## config.mk

```make
export PLATFORM = sky130hd
export DESIGN_NAME = rank_sort_stream
export DESIGN_NICKNAME = d
export VERILOG_FILES = /design/src/rtl/rank_sort_stream.sv
export SDC_FILE = /design/constraint.sdc
export NUM_CORES = 1
export LEC_CHECK = 0
export CELL_PAD_IN_SITES_DETAIL_PLACEMENT = 0
export CELL_PAD_IN_SITES_GLOBAL_PLACEMENT = 1
export CORE_MARGIN = 2
export CORE_UTILIZATION = 35
export CTS_CLUSTER_DIAMETER = 60
export DETAILED_ROUTE_END_ITERATION = 10
export PLACE_DENSITY_LB_ADDON = 0.08
export SKIP_CTS_REPAIR_TIMING = 1
export SLEW_MARGIN = 10
export SYNTH_ARGS = -nofsm -noshare
export SYNTH_HDL_FRONTEND = slang
export SYNTH_SLANG_ARGS = --single-unit
```

## constraint.sdc

```tcl
create_clock -name clk -period 17.7 [get_ports clk]
set_input_delay 2.655 -clock clk [delete_from_list [all_inputs] [get_ports clk]]
set_output_delay 2.655 -clock clk [all_outputs]
set_load 0.05 [all_outputs]
```

## src/rtl/rank_sort_stream.sv

```systemverilog
// Streaming stable rank-count sorter: loads N words, ranks them one element per
// cycle, then emits them in order. Define SORT_INDEX_EN to add out_index.
module rank_sort_stream #(
  parameter int N     = 6,
  parameter int WIDTH = 8,
  localparam int IW   = $clog2(N)
) (
  input  logic             clk,
  input  logic             rst,
  input  logic             clear,
  input  logic             descending,
  input  logic             in_valid,
  output logic             in_ready,
  input  logic [WIDTH-1:0] in_data,
  output logic             out_valid,
  input  logic             out_ready,
  output logic [WIDTH-1:0] out_data,
  output logic             out_last,
`ifdef SORT_INDEX_EN
  output logic [IW-1:0]    out_index,
`endif
  output logic             busy
);

  localparam int CW = $clog2(N + 1);

  typedef enum logic [1:0] {S_LOAD, S_RANK, S_EMIT} state_t;

  state_t          state_q, state_d;
  logic [CW-1:0]   wr_q, wr_d, rd_q, rd_d, i_q, i_d;
  logic            dir_q, dir_d;
  logic            up_q;
  logic [WIDTH-1:0] ibuf_q [N];
  logic [WIDTH-1:0] obuf_q [N];
`ifdef SORT_INDEX_EN
  logic [IW-1:0]   oidx_q [N];
`endif
  logic            in_fire, out_fire;
  logic [IW-1:0]   i_idx, rd_idx, wr_idx, rank_w;

  function automatic logic precedes(input logic [WIDTH-1:0] a,
                                    input logic [WIDTH-1:0] b,
                                    input logic             dir);
    return dir ? (a > b) : (a < b);
  endfunction

  assign i_idx  = i_q[IW-1:0];
  assign rd_idx = rd_q[IW-1:0];
  assign wr_idx = wr_q[IW-1:0];

  // up_q keeps in_ready low until the first edge after reset release
  assign in_ready  = (state_q == S_LOAD) && up_q;
  assign out_valid = (state_q == S_EMIT);
  assign in_fire   = in_valid && in_ready && !clear;
  assign out_fire  = out_valid && out_ready && !clear;
  assign out_data  = out_valid ? obuf_q[rd_idx] : '0;
  assign out_last  = out_valid && (rd_q == CW'(N - 1));
  assign busy      = (state_q != S_LOAD) || (wr_q != '0);
`ifdef SORT_INDEX_EN
  assign out_index = out_valid ? oidx_q[rd_idx] : '0;
`endif

  // Ties count as preceding only for lower input positions, which makes the sort stable
  always_comb begin
    rank_w = '0;
    for (int j = 0; j < N; j++) begin
      if ((IW'(j) != i_idx) &&
          (precedes(ibuf_q[j], ibuf_q[i_idx], dir_q) ||
           ((ibuf_q[j] == ibuf_q[i_idx]) && (IW'(j) < i_idx))))
        rank_w = rank_w + IW'(1);
    end
  end

  always_comb begin
    state_d = state_q;
    wr_d    = wr_q;
    rd_d    = rd_q;
    i_d     = i_q;
    dir_d   = dir_q;
    if (clear) begin
      state_d = S_LOAD;
      wr_d    = '0;
      rd_d    = '0;
      i_d     = '0;
    end else begin
      unique case (state_q)
        S_LOAD: begin
          if (in_fire) begin
            if (wr_q == '0) dir_d = descending;
            if (wr_q == CW'(N - 1)) begin
              wr_d    = '0;
              state_d = S_RANK;
            end else begin
              wr_d = wr_q + CW'(1);
            end
          end
        end
        S_RANK: begin
          if (i_q == CW'(N - 1)) begin
            i_d     = '0;
            state_d = S_EMIT;
          end else begin
            i_d = i_q + CW'(1);
          end
        end
        S_EMIT: begin
          if (out_fire) begin
            if (rd_q == CW'(N - 1)) begin
              rd_d    = '0;
              state_d = S_LOAD;
            end else begin
              rd_d = rd_q + CW'(1);
            end
          end
        end
        default: state_d = S_LOAD;
      endcase
    end
  end

  always_ff @(posedge clk or posedge rst) begin
    if (rst) begin
      state_q <= S_LOAD;
      wr_q    <= '0;
      rd_q    <= '0;
      i_q     <= '0;
      dir_q   <= 1'b0;
      up_q    <= 1'b0;
    end else begin
      state_q <= state_d;
      wr_q    <= wr_d;
      rd_q    <= rd_d;
      i_q     <= i_d;
      dir_q   <= dir_d;
      up_q    <= 1'b1;
    end
  end

  // Storage carries no reset; reads are gated by the control state
  always_ff @(posedge clk) begin
    if (in_fire) ibuf_q[wr_idx] <= in_data;
    if ((state_q == S_RANK) && !clear) begin
      obuf_q[rank_w] <= ibuf_q[i_idx];
`ifdef SORT_INDEX_EN
      oidx_q[rank_w] <= i_idx;
`endif
    end
  end

endmodule

```

==> metrics.md <==
| Metric | Value |
|---|---|
| Clock buffer count from CTS | 17 |
| WP data arrival | 7.96 ns |
| Final period utilization | 44.7% |
| Setup TNS | 0 ns |
| Clk Latency, worst-skew pair | 0.42 ns |
| Top cell type's share of synthesized area | 50.0% |
| Pleak | 2.84 nW |
| Register area | 3690 µm² |
| Syn Area/Cell | 12.7 µm² |
| FF+latch count, synth | 125 |
| Cell variety after synth | 68 |
| Cell Area, Synth | 6720 µm² |
| Vias per cell | 5.34 |
| Outcome | completed |
| Most frequent CP cell | ha_1 |
| Die X-Extent | 143 µm |
| Seq/Total Area, Yosys | 54.9% |
| Pwr/cell area | 98.3 nW/µm² |
| Root Driver | clkbuf_16 |
| Crit end category | flop |
| DR vias | 4324 |
| Core Area | 18800 µm² |
| Gate count of the mapped netlist | 530 |
| Multi-input gate area | 2880 µm² |
| H-tree Lvls | 4 |
| Largest net degree at the start of global routing | 34 |
| Final WL | 17400 µm |
| Crit Path Category | flop to flop |
| Most frequent cells in the layout | edfxtp_1 (112), nor2_1 (57), ha_1 (56), nand2_1 (32), a21oi_1 (28) |
| Max incr delay on CP | 0.77 ns |
| Placer congestion estimate | 0.840 |
| Unrepaired setup endpoints after global routing | no |
| Net count reported at finish | 633 |
| Main synth FF type | edfxtp_1 |
| Die area | 20300 µm² |
| Final setup fails | 0 |
| IO Pins | 26 |
| Max Cap Violations | 0 |
| Antenna-violating nets left | 0 |
| Area growth, synth to finish | 16.9% |
| Hold Vio Cnt, Final | 0 |
| CP max FO | 33 |
| Clock Tree Buf Depth | 2 |
| Clock-pin transition on the worst setup and hold timing paths | 0.06 ns |
| Starting Density | 35.8% |
| Fin util | 41.9% |
| DP Area | 7250 µm² |
| Commonest non-fill, non-tap cell in the layout | edfxtp_1 |
| Fillers | 1757 |
| DRC violations left | 0 |
| Worst-Margin Slew | 1.08 ns |
| Synth Warn # | 0 |
| Global-route wire length before repair | 26600 µm |
| Tmin final | 7.91 ns |
| Worst vdd ir | 0.0636 mV |
| Clk_skew | 0.00966 ns |
| HPWL Detailed | 13000 µm |
| IO buf count | 25 |
| All-Layer GR Usage | 18.4% |
| Critical path required time | 17.75 ns |
| Synthesized Nets | 600 |
| Cell accounting for the most synthesized area | edfxtp_1 |
| Gr ovfl total | 0 |
| Crit start category | flop |
| TritonRoute pass-1 iters | 5 |
| # rows | 50 |
| Die height | 143 µm |
| Initial antenna violation count | 0 |
| Sink Count | 125 |
| CTS tree | yes |
| Max-slew violation count | 0 |
| Ys async rst share | 10.4% |
| Antenna Cells | 0 |
| Post-Layout Inst Area | 7860 µm² |
| Slew headroom | 28.0% |
| Post-synth EDFFs | 112 |
| Hold WC Path Type | flop to flop |
| Vias in the first global route | 4306 |
| Fmax | 0.126 GHz |
| Ranking of synthesized cells by area | edfxtp_1 (50%), ha_1 (10%), dfrtp_1 (4.8%) |
| Slowest cell on the critical path | a221oi_1 |
| Starting DRT DRC Count | 279 |
| Share of cells above drive strength 1 | 12.2% |
| Routed WL per cell | 21.5 µm |
-- metal layers --
| metal | track usage [%] | share of wire [%] |
|---|---|---|
| met5 | 0 | 0 |
| met3 | 4.07 | 3.8 |
| met1 | 25.1 | 46 |
| met2 | 29.6 | 49 |
| met4 | 5.11 | 1.3 |
-- synth_stat cells, types with 3 or more instances --
library cell  number
clkbuf_1          10
xnor2_1            6
nor3b_1            3
ha_1              56
mux2i_1           20
o21ai_0           18
nand4_1            9
a211oi_1          11
and3_1             3
o21ai_1            5
mux4_2            14
buf_1              3
nand3_1           10
a21o_1             4
a22oi_1            3
nor2b_1            5
nand2b_1           7
a221oi_1           3
inv_1             22
a22o_1             3
edfxtp_1         112
nor2_1            57
dfrtp_1           13
a21oi_1           28
xor2_1             5
nor3_1             6
o21a_1             6
nand2_1           32
and2_1             4
-- sequential cells by signal, indices dropped and copies added (netlist names) --
register and flops:
ibuf_q 64, obuf_q 48, i_idx 3, rd_idx 3, wr_idx 3, state_q 2, dir_q 1, up_q 1
-- critical path: cells and delay by family (launching register included) --
kind | cells | cell delay (ns)
adders and majority gates | 5 | 1.43
DFF | 1 | 0.32
AOI/OAI and AO/OA | 10 | 2.08
buffers and inverters | 2 | 0.48
xor gates and xnor gates | 3 | 0.95
and+or+nand+nor | 8 | 1.76
muxes | 2 | 0.51
-- path summary, 6_finish.rpt --
| path | from | end | slack [ns] | cells after the start |
|---|---|---|---|---|
| setup / recovery | i_idx[2]$_DFFE_PP0P_ | obuf_q[1][3]$_DFFE_PP_ | 9.79 | 30 |
| hold / removal | wr_idx[0]$_DFFE_PP0P_ | wr_idx[0]$_DFFE_PP0P_ | 0.59 | 2 |
| setup reg to reg | i_idx[2]$_DFFE_PP0P_ | obuf_q[1][3]$_DFFE_PP_ | 9.79 | 30 |
| hold reg to reg | wr_idx[0]$_DFFE_PP0P_ | wr_idx[0]$_DFFE_PP0P_ | 0.59 | 2 |
| max in group asynchronous | rst | state_q[0]$_DFFE_PP0P_ | 14.76 | 2 |
| min in group asynchronous | rst | up_q$_DFF_PP0_ | 2.58 | 2 |
-- logic make-up after synthesis --
group | share of synthesized area, %
compound gates | 10.1
xor+xnor | 2.01
mux | 8.01
fa+ha+maj | 10.4
other cells | 0.0558
flops | 54.9
simple gates | 11.9
buf+inv | 2.61
-- through the flow --
stage                     power, W  hold WS, ns  cells  setup WS [ns]
after floorplan           0.000398        0.532    530          10.35
after global placement    0.000417        0.555    778           9.89
after detailed placement  0.000420        0.576    778           9.71
after CTS                 0.000778        0.591    810           9.68
after global routing      0.000805        0.645    810           8.98
final                     0.000772        0.587    810           9.79
-- area by class of cell --
class	instances	area share, %
Tap cell	234	3.73
Multi-Input combinational cell	363	36.6
Sequential cell	125	46.9
Inverter	24	1.15
Clock inverter	12	2.04
Timing Repair Buffer	32	3.85
Clock buffer	20	5.68
-- where the power goes --
group,switching [W],internal [W]
registers,0.00000360,0.000323
clock network,0.000132,0.000226
logic,0.0000490,0.0000383
(Power assumes the default switching activity.)
